--- src/rtl/pcie_fc_credit_gate.sv ---
// pcie_fc_credit_gate
// Transmit-side PCIe flow-control credit gate. Posted, Non-Posted and
// Completion header/data credit limits (CL) and consumed counts (CC) are
// tracked per virtual channel from InitFC1/InitFC2/UpdateFC DLLPs. A TLP is
// offered on tlp_valid and issued on tlp_valid & tlp_ready.
// All credit arithmetic is modulo 2^W. A zero InitFC1 field advertises
// infinite credit for that field.
// Optional build macro PCIE_FC_WATCHDOG_EN adds a per-VC watchdog. The
// watchdog raises fc_timeout when a TLP stays blocked for UPDATE_TIMEOUT
// cycles without an UpdateFC arriving on its VC.
module pcie_fc_credit_gate #(
  parameter int NUM_VC         = 1,
  parameter int HDR_W          = 8,
  parameter int DATA_W         = 12,
  parameter int UPDATE_TIMEOUT = 100000
) (
  input  logic              sclk,
  input  logic              sreset_n,
  input  logic              link_up,
  input  logic              fc_valid,
  input  logic [1:0]        fc_kind,
  input  logic [2:0]        fc_vc,
  input  logic [1:0]        fc_type,
  input  logic [HDR_W-1:0]  fc_hdr,
  input  logic [DATA_W-1:0] fc_data,
  input  logic              tlp_valid,
  input  logic [2:0]        tlp_vc,
  input  logic [1:0]        tlp_type,
  input  logic [DATA_W-1:0] tlp_dcred,
  output logic              tlp_ready,
  output logic [NUM_VC-1:0] vc_active,
  output logic              fc_err,
  output logic              fc_timeout
);

  localparam int VC_W = (NUM_VC > 1) ? $clog2(NUM_VC) : 1;
  localparam int VC_N = 1 << VC_W;

  localparam logic [1:0] FC_INIT1  = 2'd0;
  localparam logic [1:0] FC_INIT2  = 2'd1;
  localparam logic [1:0] FC_ACTIVE = 2'd2;

  localparam logic [1:0] K_INITFC1 = 2'd0;
  localparam logic [1:0] K_INITFC2 = 2'd1;
  localparam logic [1:0] K_UPDATE  = 2'd2;

  localparam logic [HDR_W-1:0]  HDR_ONE   = HDR_W'(1);
  localparam logic [HDR_W-1:0]  HDR_HALF  = {1'b1, {(HDR_W-1){1'b0}}};
  localparam logic [DATA_W-1:0] DATA_HALF = {1'b1, {(DATA_W-1){1'b0}}};

  // Per-VC state; the inner [3] dimension is indexed by FC type (P/NP/Cpl).
  logic [1:0]        vc_state [VC_N];
  logic [2:0]        latched  [VC_N];
  logic [2:0]        inf_hdr  [VC_N];
  logic [2:0]        inf_data [VC_N];
  logic [HDR_W-1:0]  cl_hdr   [VC_N][3];
  logic [HDR_W-1:0]  cc_hdr   [VC_N][3];
  logic [DATA_W-1:0] cl_data  [VC_N][3];
  logic [DATA_W-1:0] cc_data  [VC_N][3];
  logic              fc_err_q;

  logic [VC_W-1:0]   t_vc, f_vc;
  logic [1:0]        t_ty, f_ty;
  logic              t_ok, f_ok, hs, same_slot, upd, upd_hdr_ok, upd_data_ok, upd_err;
  logic [HDR_W-1:0]  cc_hdr_post;
  logic [DATA_W-1:0] cc_data_post;

  // Credit check: the limit must still be at most half the counter space ahead of the used count.
  function automatic logic hdr_fits(input logic [HDR_W-1:0] limit, input logic [HDR_W-1:0] used);
    logic [HDR_W-1:0] gap;
    gap = limit - used;
    return gap <= HDR_HALF;
  endfunction

  function automatic logic data_fits(input logic [DATA_W-1:0] limit, input logic [DATA_W-1:0] used);
    logic [DATA_W-1:0] gap;
    gap = limit - used;
    return gap <= DATA_HALF;
  endfunction

  // Issue gate and UpdateFC acceptance, both decoded from registered credit state.
  always_comb begin
    // NOTE: every signal gets a value on entry so no path through this block infers a latch.
    t_vc         = tlp_vc[VC_W-1:0];
    t_ty         = (tlp_type == 2'd3) ? 2'd0 : tlp_type;
    t_ok         = (int'(tlp_vc) < NUM_VC) && (tlp_type != 2'd3);
    tlp_ready    = t_ok && (vc_state[t_vc] == FC_ACTIVE)
                 && (inf_hdr[t_vc][t_ty]  || hdr_fits(cl_hdr[t_vc][t_ty], cc_hdr[t_vc][t_ty] + HDR_ONE))
                 && (inf_data[t_vc][t_ty] || data_fits(cl_data[t_vc][t_ty], cc_data[t_vc][t_ty] + tlp_dcred));
    hs           = tlp_valid && tlp_ready;

    f_vc         = fc_vc[VC_W-1:0];
    f_ty         = (fc_type == 2'd3) ? 2'd0 : fc_type;
    f_ok         = fc_valid && (int'(fc_vc) < NUM_VC) && (fc_type != 2'd3);
    // An UpdateFC landing with a consume on the same slot is judged against the post-consume count.
    same_slot    = hs && (t_vc == f_vc) && (t_ty == f_ty);
    cc_hdr_post  = cc_hdr[f_vc][f_ty]  + (same_slot ? HDR_ONE : '0);
    cc_data_post = cc_data[f_vc][f_ty] + (same_slot ? tlp_dcred : '0);
    upd_hdr_ok   = hdr_fits(fc_hdr, cc_hdr_post);
    upd_data_ok  = data_fits(fc_data, cc_data_post);
    upd          = f_ok && (fc_kind == K_UPDATE) && (vc_state[f_vc] == FC_ACTIVE);
    upd_err      = upd && ((inf_hdr[f_vc][f_ty]  ? (fc_hdr  != '0) : !upd_hdr_ok)
                        || (inf_data[f_vc][f_ty] ? (fc_data != '0) : !upd_data_ok));
  end

  // Per-VC init FSM, credit limits, consumed counters and the sticky protocol error.
  always_ff @(posedge sclk or negedge sreset_n) begin
    if (!sreset_n) begin
      fc_err_q <= 1'b0;
      // NOTE: the credit arrays are plain flops, so every entry is reset explicitly.
      for (int v = 0; v < VC_N; v++) begin
        vc_state[v] <= FC_INIT1;
        latched[v]  <= '0;
        inf_hdr[v]  <= '0;
        inf_data[v] <= '0;
        for (int t = 0; t < 3; t++) begin
          cl_hdr[v][t]  <= '0;
          cc_hdr[v][t]  <= '0;
          cl_data[v][t] <= '0;
          cc_data[v][t] <= '0;
        end
      end
    end else begin
      // NOTE: state uses <= so every flop samples pre-edge values whatever the statement order.
      if (upd_err) fc_err_q <= 1'b1;
      for (int v = 0; v < VC_N; v++) begin
        if (!link_up) begin
          vc_state[v] <= FC_INIT1;
          latched[v]  <= '0;
          inf_hdr[v]  <= '0;
          inf_data[v] <= '0;
          for (int t = 0; t < 3; t++) begin
            cl_hdr[v][t]  <= '0;
            cc_hdr[v][t]  <= '0;
            cl_data[v][t] <= '0;
            cc_data[v][t] <= '0;
          end
        end else begin
          if (hs && (t_vc == VC_W'(v))) begin
            cc_hdr[v][t_ty]  <= cc_hdr[v][t_ty] + HDR_ONE;
            cc_data[v][t_ty] <= cc_data[v][t_ty] + tlp_dcred;
          end
          if (f_ok && (f_vc == VC_W'(v))) begin
            case (vc_state[v])
              FC_INIT1: if (fc_kind == K_INITFC1) begin
                cl_hdr[v][f_ty]   <= fc_hdr;
                cl_data[v][f_ty]  <= fc_data;
                inf_hdr[v][f_ty]  <= (fc_hdr == '0);
                inf_data[v][f_ty] <= (fc_data == '0);
                latched[v][f_ty]  <= 1'b1;
                if ((latched[v] | (3'b001 << f_ty)) == 3'b111) vc_state[v] <= FC_INIT2;
              end
              FC_INIT2: if ((fc_kind == K_INITFC2) || (fc_kind == K_UPDATE)) vc_state[v] <= FC_ACTIVE;
              FC_ACTIVE: if (fc_kind == K_UPDATE) begin
                if (!inf_hdr[v][f_ty] && upd_hdr_ok)   cl_hdr[v][f_ty]  <= fc_hdr;
                if (!inf_data[v][f_ty] && upd_data_ok) cl_data[v][f_ty] <= fc_data;
              end
              default: vc_state[v] <= FC_INIT1;
            endcase
          end
        end
      end
    end
  end

  // Per-VC FC_ACTIVE flags.
  always_comb begin
    vc_active = '0;
    for (int v = 0; v < NUM_VC; v++) vc_active[v] = (vc_state[v] == FC_ACTIVE);
  end

  assign fc_err = fc_err_q;

`ifdef PCIE_FC_WATCHDOG_EN
  localparam int WD_W = $clog2(UPDATE_TIMEOUT + 1);
  localparam logic [WD_W-1:0] WD_MAX = WD_W'(UPDATE_TIMEOUT);

  logic [WD_W-1:0] wd_cnt [VC_N];
  logic            fc_timeout_q;

  // Blocked-cycle counter per VC; any UpdateFC to the VC restarts it, and it saturates at the limit.
  always_ff @(posedge sclk or negedge sreset_n) begin
    if (!sreset_n) begin
      fc_timeout_q <= 1'b0;
      for (int v = 0; v < VC_N; v++) wd_cnt[v] <= '0;
    end else begin
      for (int v = 0; v < VC_N; v++) begin
        if (!link_up) begin
          wd_cnt[v] <= '0;
        end else if (fc_valid && (fc_kind == K_UPDATE) && (fc_vc == 3'(v))) begin
          wd_cnt[v] <= '0;
        end else if ((vc_state[v] == FC_ACTIVE) && tlp_valid && !tlp_ready && (tlp_vc == 3'(v))) begin
          if (wd_cnt[v] != WD_MAX) wd_cnt[v] <= wd_cnt[v] + WD_W'(1);
          if (wd_cnt[v] >= WD_MAX - WD_W'(1)) fc_timeout_q <= 1'b1;
        end
      end
    end
  end

  assign fc_timeout = fc_timeout_q;
`else
  // No watchdog is built; a negative limit is meaningless, so this is constant low.
  assign fc_timeout = (UPDATE_TIMEOUT < 0);
`endif

endmodule

--- config.mk ---
export PLATFORM = sky130hd
export DESIGN_NAME = pcie_fc_credit_gate
export DESIGN_NICKNAME = d
export VERILOG_FILES = /design/src/rtl/pcie_fc_credit_gate.sv
export SDC_FILE = /design/constraint.sdc
export NUM_CORES = 1
export LEC_CHECK = 0
export CELL_PAD_IN_SITES_DETAIL_PLACEMENT = 1
export CELL_PAD_IN_SITES_GLOBAL_PLACEMENT = 1
export CORE_MARGIN = 1
export CORE_UTILIZATION = 54
export DETAILED_ROUTE_END_ITERATION = 6
export PLACE_DENSITY = 0.95
export SKIP_LAST_GASP = 1
export SYNTH_ARGS = -nofsm -noshare
export SYNTH_HDL_FRONTEND = slang
export SYNTH_SLANG_ARGS = --single-unit
--- constraint.sdc ---
create_clock -name sclk -period 14.5 [get_ports sclk]
set_clock_uncertainty 0.1 [all_clocks]
set_input_delay 2.175 -clock sclk [delete_from_list [all_inputs] [get_ports sclk]]
set_output_delay 2.175 -clock sclk [all_outputs]
set_load 0.02 [all_outputs]
== After elaboration in Yosys (flattened, before gate mapping) ==
Index checks and enable logic that the tools add are counted.

* Register bits after elaboration: 263
* Bits of input ports: 49
* Output and inout bits: 4
* Word-level logic and storage cells: 335

* Add/sub/neg operators: 12
* $lt $le $gt $ge: 15
* Eq/ne operators: 39
* Shift-type cells: 1
* Muxes and demuxes: 177
* Bitwise logic cells: 10
* Reductions and logical operators: 48

{| class="wikitable"
|+ Operator list
! kind !! count
|-
| 36-bit 2-to-1 mux || 23
|-
| 24-bit 2-to-1 mux || 23
|-
| 12-bit 2-to-1 mux || 13
|-
| 36-bit bitwise mux || 4
|-
| 36-bit one-hot mux with 2 select lines || 2
|-
| 12-bit binary-select mux with 2-bit select || 5
|-
| 3-bit 2-to-1 mux || 36
|-
| 24-bit bitwise mux || 4
|-
| 8-bit 2-to-1 mux || 12
|-
| 24-bit one-hot mux with 2 select lines || 2
|-
| 8-bit binary-select mux with 2-bit select || 5
|-
| 12-bit adder || 4
|-
| 12-bit demux with 2-bit select || 2
|-
| 2-bit 2-to-1 mux || 17
|-
| 8-bit demux with 2-bit select || 2
|-
| 5-bit AND reduction || 6
|-
| 3-bit inequality test, second input constant || 9
|-
| 8-bit by 1-bit adder with 8-bit output, second input constant || 3
|-
| 12-bit <= comparator, second input constant || 2
|-
| 12-bit subtractor || 2
|-
| 1-bit logical AND || 23
|-
| 1-bit binary-select mux with 2-bit select || 8
|-
| 8-bit <= comparator, second input constant || 2
|-
| 8-bit subtractor || 2
|-
| 32 further kinds || 91
|}

== Depth between registers and ports, before layout ==
Gate-level depths: netlist of the first run.

* Depth after elaboration: 26
* Depth in mapped cells: 41
* Depth with buffers taken out: 36

== Worst setup path after synthesis of the first run ==
No wires, ideal clock.

* Kind: input-to-reg
* From: input port tlp_type[1]
* To: register cl_hdr[24] (netlist name)
* Setup time: 121 ps
* Arrival: 10346 ps
* Required time: 14279 ps
* Setup slack: 3933 ps
* Cell stages on the path: 37
* Path buffers: 5
* Cells stage by stage: inv_1 ha_1 buf_2 buf_1 buf_1 clkbuf_1 mux4_2 nand2_1 o21ai_0 fa_1 ha_1 o21ai_0 a21oi_1 a31oi_1 mux2_2 nor4_1 a211oi_1 nor2_1 and2_1 nor3b_1 buf_2 inv_1 fa_1 inv_1 ha_1 nor2_1 fa_1 a21boi_0 o21ai_0 nand2b_1 o21ai_0 mux2i_1 a22oi_1 o31a_1 o21ai_0 a31oi_1 a22o_1

* Cells in the longest elaborated chain, start to end: 22
* Elaborated cells on any way between the ends: 43
* Classes of those cells: add/sub: 6; order compare: 3; eq/ne: 4; mux: 18; bitwise: 1; reduce/logical: 11

{| class="wikitable"
|+ RTL lines
! what !! line !! source
|-
| start, declared || 28 || <nowiki>input logic [1:0] tlp_type,</nowiki>
|-
| branches (longest 11 deep; another with 12-bit adder) || n/a ||
|-
| 1-bit logical AND * || 89 || <nowiki>&& (inf_data[t_vc][t_ty] || data_fits(cl_data[t_vc][t_ty], cc_data[t_vc][t_ty] + tlp_dcred));</nowiki>
|-
| net tlp_ready || 30 || <nowiki>output logic tlp_ready,</nowiki>
|-
| 1-bit logical AND * || 90 || <nowiki>hs = tlp_valid && tlp_ready;</nowiki>
|-
| 1-bit logical AND * (2 in series) || 96 || <nowiki>same_slot = hs && (t_vc == f_vc) && (t_ty == f_ty);</nowiki>
|-
| 1-bit 2-to-1 mux * || 97 || <nowiki>cc_hdr_post = cc_hdr[f_vc][f_ty] + (same_slot ? HDR_ONE : '0);</nowiki>
|-
| 8-bit by 1-bit adder with 8-bit output * || 97 ||
|-
| 8-bit subtractor * || 71 || <nowiki>gap = limit - used;</nowiki>
|-
| 8-bit <= comparator * || 72 || <nowiki>return gap <= HDR_HALF;</nowiki>
|-
| 1-bit logical AND * || 155 || <nowiki>if (!inf_hdr[v][f_ty] && upd_hdr_ok) cl_hdr[v][f_ty] <= fc_hdr;</nowiki>
|-
| 3-bit by 2-bit inequality test with 1-bit output (no line) * || n/a ||
|-
| 5-bit AND reduction (no line) * || n/a ||
|-
| end signal, assigned by index || 146 || <nowiki>cl_hdr[v][f_ty] <= fc_hdr;</nowiki>
|-
| end signal, assigned by index || 155 ||
|-
| end, declared || 56 || <nowiki>logic [HDR_W-1:0] cl_hdr [VC_N][3];</nowiki>
|}

Mark *: on every way through the listed nets, which the timed path passes. The select of a mux whose other input is x is not followed.
A chain may end at the register's enable or synchronous reset.

== Worst setup path after layout of the first run ==
* From: input port tlp_type[0]
* To: register cl_data[60] (netlist name)

* Cells in the longest elaborated chain, start to end: 22
* Elaborated cells on any way between the ends: 43
* Classes of those cells: add/sub: 6; order compare: 3; eq/ne: 4; mux: 18; bitwise: 1; reduce/logical: 11

{| class="wikitable"
|+ RTL lines
! what !! line !! source
|-
| branches (longest 14 deep; another with 12-bit adder) || n/a ||
|-
| 1-bit logical AND * || 96 ||
|-
| 12-bit 2-to-1 mux * || 98 || <nowiki>cc_data_post = cc_data[f_vc][f_ty] + (same_slot ? tlp_dcred : '0);</nowiki>
|-
| 12-bit adder * || 98 ||
|-
| 12-bit subtractor * || 77 || <nowiki>gap = limit - used;</nowiki>
|-
| 12-bit <= comparator * || 78 || <nowiki>return gap <= DATA_HALF;</nowiki>
|-
| 1-bit logical AND * || 156 || <nowiki>if (!inf_data[v][f_ty] && upd_data_ok) cl_data[v][f_ty] <= fc_data;</nowiki>
|-
| 3-bit by 2-bit inequality test with 1-bit output (no line) * || n/a ||
|-
| 5-bit AND reduction (no line) * || n/a ||
|-
| end signal, assigned by index || 147 || <nowiki>cl_data[v][f_ty] <= fc_data;</nowiki>
|-
| end signal, assigned by index || 156 ||
|-
| end, declared || 58 || <nowiki>logic [DATA_W-1:0] cl_data [VC_N][3];</nowiki>
|}

Mark *: on every way between the ends. The select of a mux whose other input is x is not followed.

==> metrics.md, run 1 <==
| Metric | Value |
|---|---|
| Synth warn | 0 |
| Drt first pass iters | 5 |
| Wire length of the first global-routing pass | 80.2 mm |
| Maximum fanout count along the critical path | 14 |
| Dominant cells by area after synthesis | sky130_fd_sc_hd__dfrtp_1 (42%), sky130_fd_sc_hd__mux2i_1 (5.8%), sky130_fd_sc_hd__mux4_2 (5.7%) |
| Dominant cell type by area after synthesis | sky130_fd_sc_hd__dfrtp_1 |
| R2R Setup Slk | 4.92 ns |
| Setup CP Type | in -> reg |
| Area of the core region | approximately 28000 um^2 |
| Starting utilization of the core area | 55.3% |
| Number of setup buffers added after CTS | 0 |
| Peak clock frequency supported by timing | around 80 MHz |
| Post-Synthesis Mean Instance Area | between 10 and 15 um^2 |
| Detailed-route via count | around 12k |
| Final Critical Period | about 12 ns |
| Pins over their slew limit | 0 |
| Crit path max-delay cell type | sky130_fd_sc_hd__a31oi_1 |
| Worst flop-to-flop path startpoint | cc_data[15] |
| Clock latency reported for the late side of the worst-skew pair | 0.56 ns |
| Ratio of routed vias to standard cells | 6.63 |
| Fraction of post-synthesis cell area in the top cell type by area | between 40 and 50% |
| Flip-flop and latch count after synthesis | 260 |
| Routed wire length per instance | 27.3 um |
| Endpoint type of the worst setup path | register |
| Buf+Inv Stages, Crit Path | 3 |
| Worst setup path startpoint | tlp_type[0] |
| Final weighted congestion in routability-driven placement | between 0.9 and 1 |
| Clock tree from TritonCTS | yes |
| Final-layout setup total negative slack | 0 ns |
| Worst setup path endpoint | cl_data[60] |
| GR Overflow Total | 0 |
| Worst-Margin Slew | approximately 1.2 ns |
| Post-cts sizing count | 0 |
| Endpoints failing setup | 0 |
| Clock root cell | sky130_fd_sc_hd__clkbuf_16 |
| Top-count cell post-synth | sky130_fd_sc_hd__dfrtp_1 |
| Post-detailed-placement half-perimeter wirelength | ~34 mm |
| Count of port buffers added during placement | just over 50 |
| Largest net degree at the start of global routing | ~110 |
| Number of global-route vias before repair | ~14k |
| Power density normalized to cell area | ~97 nW/um^2 |
| Most used cell, CP | sky130_fd_sc_hd__a31oi_1 |
| Detailed router's first-iteration violation count | approximately 1.2k |
| Hold Vio Cnt, Final | 0 |
| Clock transition at the register clock pins on the worst setup and hold paths after CTS | around 0.06 ns |
| Fraction of final layout cells sized beyond drive strength 1 | 8.70% |
| Critical Path Source Type | primary input |
| Critical path's top delay family | compound AO/OA/AOI/OAI gates |
| Top-Level Pins | 53 |
| List of most frequent post-synthesis cells | sky130_fd_sc_hd__dfrtp_1 (260), sky130_fd_sc_hd__and2_1 (133), sky130_fd_sc_hd__nand2_1 (111) |
| Number of sinks driven by the clock tree | 260 |
| Die Y | between 150 and 200 um |
| Count of standard-cell rows | between 60 and 70 |
| Buffers from clock root to sink, at most | 3 |
| Final Cycle Share | 85.5% |
| Number of synthesized flops with an enable pin | 0 |
| DIE AREA | around 29000 um^2 |
| Final ANT Viol Nets | 0 |
| N_diodes | 0 |
| Post-Synthesis Cell Area | about 15000 um^2 |
| MaxCap Viol Count | 0 |
| Leakage Power | slightly below 0.008 uW |
| Capture point of the worst reg-to-reg path | cl_data[60] |
| Count of mapped cells out of synthesis | approximately 1.5k |
| Worst endpoint required time | 14.87 ns |
| Hold buffer count at CTS | 0 |
| Async set-or-reset flop fraction in the synthesized netlist | 100% |
| Crit. path cell count | 32 |
| Class of the worst hold path | reg -> reg |
| Clock buffer count from CTS | 28 |
| Net count after synthesis | ~1.6k |
| Number of filler instances in the final layout | ~3.0k |
| Post-place setup slack | 1.69 ns |
| Worst r2r path cells | 29 |
| Setup repair after global routing missed its margin | no |
| Sequential element share of the synthesized area | 42.1% |
| Die X | 171 um |
| Total DRC errors in the routed layout | 0 |
| Netlist cell types | between 70 and 80 |
| Delay of the slowest cell on the worst path | 0.95 ns |
| Layout overhead on the synthesized area | 10.7% |
| Slew Limit Headroom | approximately 17% |
| Most instantiated flip-flop cell in the synthesis netlist | sky130_fd_sc_hd__dfrtp_1 |
| Least setup slack across all paths after layout | about 2.1 ns |
| Number of nets in the layout | 1624 |
| Post-route total power | about 1700 uW |
| Total wire length after detailed routing | between 50 and 60 mm |
| Data arrival time of the worst path | between 10 and 15 ns |
| Worst IR drop on VDD | 93.1 uV |
| Status | complete, no violations |
| GRT Total Usage | a little over a third |
| Number of antenna violations at the first check in global routing | 0 |
| Count of H-tree levels built during CTS | 1 |
[kinds of logic (layout without fill, tap and decap cells)]
| group | count (synthesis) | in the layout | share of synthesized area, % |
|---|---|---|---|
| compound gates | 373 | 373 | 16.4 |
| xor+xnor | 38 | 38 | 2.24 |
| fa+ha+maj | 91 | 91 | 8.64 |
| buf+inv | 156 | 187 | 4.21 |
| flops | 260 | 260 | 42.1 |
| mux | 140 | 140 | 12.3 |
| other cells | 1 | 1 | 0.0243 |
| simple gates | 415 | 415 | 14.0 |
[worst reg2reg max path, delay by kind of cell, from the launching register on]
kind	cells	cell delay [ns]
compound gates	15	4.61
xor+xnor	1	0.20
fa+ha+maj	4	1.67
simple gates	7	1.97
mux	2	0.57
flops	1	0.40
[cells in the final DEF, fill, tap and decap left out, types with 4 or more instances in the layout]
master                            netlist  final
sky130_fd_sc_hd__nand3_1               16     16
sky130_fd_sc_hd__a221oi_1               5      5
sky130_fd_sc_hd__buf_4                  5     20
sky130_fd_sc_hd__a31oi_1               11     11
sky130_fd_sc_hd__a22o_1                95     95
sky130_fd_sc_hd__nand2_1              111    111
sky130_fd_sc_hd__mux2_2                11     11
sky130_fd_sc_hd__dfrtp_1              260    260
sky130_fd_sc_hd__and3_1                 8      8
sky130_fd_sc_hd__a21boi_0               4      4
sky130_fd_sc_hd__mux2i_1               90     90
sky130_fd_sc_hd__clkinv_2               0      9
sky130_fd_sc_hd__clkbuf_16              0     29
sky130_fd_sc_hd__a222oi_1               9      9
sky130_fd_sc_hd__nor3_1                11     11
sky130_fd_sc_hd__ha_1                  65     62
sky130_fd_sc_hd__nor4_1                 8      8
sky130_fd_sc_hd__a22oi_1                6      6
sky130_fd_sc_hd__o22ai_1               10     10
sky130_fd_sc_hd__o21ai_0               99     99
sky130_fd_sc_hd__nor2_1                68     68
sky130_fd_sc_hd__fa_1                  26     26
sky130_fd_sc_hd__clkdlybuf4s50_1        0     47
sky130_fd_sc_hd__xnor2_1               24     24
sky130_fd_sc_hd__nand2b_1              17     17
sky130_fd_sc_hd__clkbuf_8               0      6
sky130_fd_sc_hd__xor2_1                13     13
sky130_fd_sc_hd__clkbuf_1              60      5
sky130_fd_sc_hd__a21o_1                21     21
sky130_fd_sc_hd__nor2b_1               14     14
sky130_fd_sc_hd__a21oi_1               79     79
sky130_fd_sc_hd__and2_1               133    133
sky130_fd_sc_hd__inv_1                 66     66
sky130_fd_sc_hd__mux4_2                39     39
sky130_fd_sc_hd__nand3b_1               7      7
[power by group]
| part | internal [uW] | total (uW) | switching, uW |
|---|---|---|---|
| Clock | 412 | 723 | 311 |
| Sequential | 726 | 726 | 0.316 |
| Combinational | 66.9 | 203 | 136 |
[how the worst min path moves through the flow]
stage / from / to / slack [ns] / cells after the start
after floorplan: vc_state[0] / vc_state[0] / 0.35 / 1
after global placement: fc_err / fc_err / 0.36 / 1
after detailed placement: fc_err / fc_err / 0.37 / 1
after CTS: fc_err / fc_err / 0.38 / 1
after global routing: cl_hdr[0] / cl_hdr[0] / 0.41 / 1
final: vc_state[0] / vc_state[0] / 0.38 / 1
[registers in the layout, summed over array words and instances, names as in the netlist]
name / flops
cc_data: 72
cc_hdr: 48
vc_state: 4
inf_data: 6
fc_err: 1
inf_hdr: 6
cl_data: 72
cl_hdr: 48
latched: 3
[final cells by class]
type	instances	area, um^2	share of cell area [%]
Clock buffer	40	827	4.84
Clock inverter	11	82.6	0.483
Inverter	66	248	1.45
Multi-Input combinational cell	1058	8310	48.6
Sequential cell	260	6510	38.1
Tap cell	378	473	2.77
Timing Repair Buffer	70	646	3.78
[layer usage]
metal,part of all wire (%),up-vias,GRT usage [%]
met5,0,-,0
met1,38,6427,45.4
met4,5.6,0,19.8
li1,-,5298,-
met2,49,571,60.9
met3,7.1,190,6.38
[per-stage QoR]
step	area (um^2)	utilization (%)	instances	hold slack (ns)
after detailed placement	16200	57.9	1832	0.368
after floorplan	15400	-	1474	0.349
after global placement	16200	57.9	1832	0.355
final	17100	61.2	1883	0.380
after global routing	17100	61.2	1883	0.408
after CTS	17100	61.2	1883	0.383
Note: power is estimated with default switching activity, not from simulation.
==> run 2: changes to the inputs <==
- GPL_TIMING_DRIVEN: default -> 0
==> metrics.md, run 2 (synthesis results as in run 1) <==
| Metric | Value |
|---|---|
| Class of the worst hold path | reg -> reg |
| Clock root cell | sky130_fd_sc_hd__clkbuf_16 |
| Endpoint type of the worst setup path | register |
| Post-place setup slack | ~0.21 ns |
| Sequential cell area in the final layout | 6510 um^2 |
| Drt first pass iters | 6 |
| Total wire length after detailed routing | approximately 57 mm |
| MaxCap Viol Count | 0 |
| Status | complete, no violations |
| Most frequent cells in the layout | sky130_fd_sc_hd__dfrtp_1 (260), sky130_fd_sc_hd__and2_1 (133), sky130_fd_sc_hd__nand2_1 (111) |
| Buffers from clock root to sink, at most | 3 |
| Fraction of final layout cells sized beyond drive strength 1 | under 10% |
| Total DRC errors in the routed layout | 0 |
| Count of H-tree levels built during CTS | 1 |
| Count of standard-cell rows | 61 |
| Layout overhead on the synthesized area | 12.9% |
| Worst IR drop on VDD | approximately 90 uV |
| Final ANT Viol Nets | 0 |
| Clock latency reported for the late side of the worst-skew pair | between 0.5 and 0.6 ns |
| Highest metal layer with signal wires | met4 |
| Final Cycle Share | between 90% and 100% |
| Post-layout instance area | 17400 um^2 |
| Registers with the highest flip-flop counts | cc_data: 72 flops, cl_data: 72 flops |
| Number of sinks driven by the clock tree | 260 |
| Count of port buffers added during placement | 49 |
| Clock buffer count from CTS | 29 |
| Number of global-route vias before repair | between 10k and 15k |
| Power density normalized to cell area | 98.7 nW/um^2 |
| Maximum fanout count along the critical path | 10 |
| Detail Route met2 WL | roughly 27 mm |
| Critical Path Source Type | primary input |
| Clock tree from TritonCTS | yes |
| Crit path max-delay cell type | sky130_fd_sc_hd__o41ai_1 |
| Hold buffer count at CTS | 0 |
| Post-detailed-placement half-perimeter wirelength | 39.1 mm |
| Worst endpoint required time | about 15 ns |
| Clock transition at the register clock pins on the worst setup and hold paths after CTS | ~0.06 ns |
| Setup CP Type | in -> reg |
| DIE AREA | between 20000 and 30000 um^2 |
| Number of nets in the layout | between 1.5k and 2k |
| Cell Area, Placed | 16500 um^2 |
| Data arrival time of the worst path | ~15 ns |
| Number of antenna violations at the first check in global routing | 1 |
| Most frequent standard cell in the layout excluding fill and tap cells | sky130_fd_sc_hd__dfrtp_1 |
| Detailed-route via count | 13.5k |
| Least setup slack across all paths after layout | a little over 0.3 ns |
| Worst-Margin Slew | around 1.3 ns |
| Final-layout setup total negative slack | 0 ns |
| Slew Limit Headroom | approximately 16% |
| Detailed route wirelength on metal3 | 4.83 mm |
| Endpoints failing setup | 0 |
| Number of filler instances in the final layout | 3009 |
| Final Critical Period | approximately 14 ns |
| Largest net degree at the start of global routing | 96 |
| Routed wire length per instance | roughly 29 um |
| Leakage Power | a little under 0.008 uW |
| Wl on met1 | between 20 and 25 mm |
| Delay of the slowest cell on the worst path | ~0.74 ns |
| Die X | about 170 um |
| Pins over their slew limit | 0 |
| Top-Level Pins | 53 |
| Ratio of routed vias to standard cells | 6.89 |
| Area of the multi-input gates | 8290 um^2 |
| Setup repair after global routing missed its margin | no |
| Hold Vio Cnt, Final | 0 |
| GR Overflow Total | 0 |
| Starting utilization of the core area | between 50% and 60% |
| Detailed router's first-iteration violation count | ~1.3k |
| Post-Route Utilization | around 62% |
| GRT Total Usage | roughly 40% |
| Wire length of the first global-routing pass | between 80 and 90 mm |
| Die Y | ~170 um |
| Area of the core region | approximately 28000 um^2 |
| Peak clock frequency supported by timing | 70.4 MHz |
| Final weighted congestion in routability-driven placement | roughly 0.94 |
## run 2: through the flow
stage / hold WS [ns] / instances / power (uW)
global route: 0.402 / 1955 / 1760
finish: 0.385 / 1955 / 1720
detailed placement: 0.375 / 1903 / 944
global placement: 0.353 / 1901 / 933
floorplan: 0.349 / 1474 / 853
CTS: 0.392 / 1955 / 1710
## run 2: area by class of cell
cell class | instances | share of cell area [%]
diodes | 1 | 0.0144
plain buffers | 89 | 2.30
clock buffers | 38 | 4.70
clock inverters | 14 | 0.868
inverters | 66 | 1.42
multi-input cells | 1058 | 47.5
flip-flops and latches | 260 | 37.3
well taps | 378 | 2.71
repair buffers | 51 | 3.16
## run 2: layer usage
layer | global-route usage [%] | vias to the layer above
li1 | - | 5452
met1 | 49.2 | 6919
met2 | 65.8 | 820
met3 | 8.30 | 284
met4 | 25.3 | 0
met5 | 0 | -
## run 2: critical path, delay by kind of cell
kind	cells	cell delay [ns]
compound gates	13	3.55
xor+xnor	1	0.22
fa+ha+maj	5	2.07
buf+inv	8	3.53
mux	2	0.79
simple gates	8	2.19
## run 2: timing repair
action,CTS,global route
buffers inserted,0,0
setup endpoints to repair,0,60
gates resized for setup,0,2
## run 2: report_power, final
group | internal [uW] | switching (uW) | total [uW]
clock | 449 | 330 | 779
sequential | 726 | 0.304 | 726
combinational | 70.4 | 145 | 216
total | 1250 | 476 | 1720
## run 2: final timing paths
kind                        startpoint     endpoint  slack (ns)  depth (start not counted)
max                        tlp_type[1]  cl_data[71]        0.31                         37
max in group asynchronous     sreset_n   cc_hdr[27]       11.85                          2
max reg2reg                cl_data[63]  cl_data[71]        4.73                         30
min in group asynchronous     sreset_n  cl_data[65]        1.49                          1
min reg2reg                  cl_hdr[9]    cl_hdr[9]        0.38                          1
min                          cl_hdr[9]    cl_hdr[9]        0.38                          1
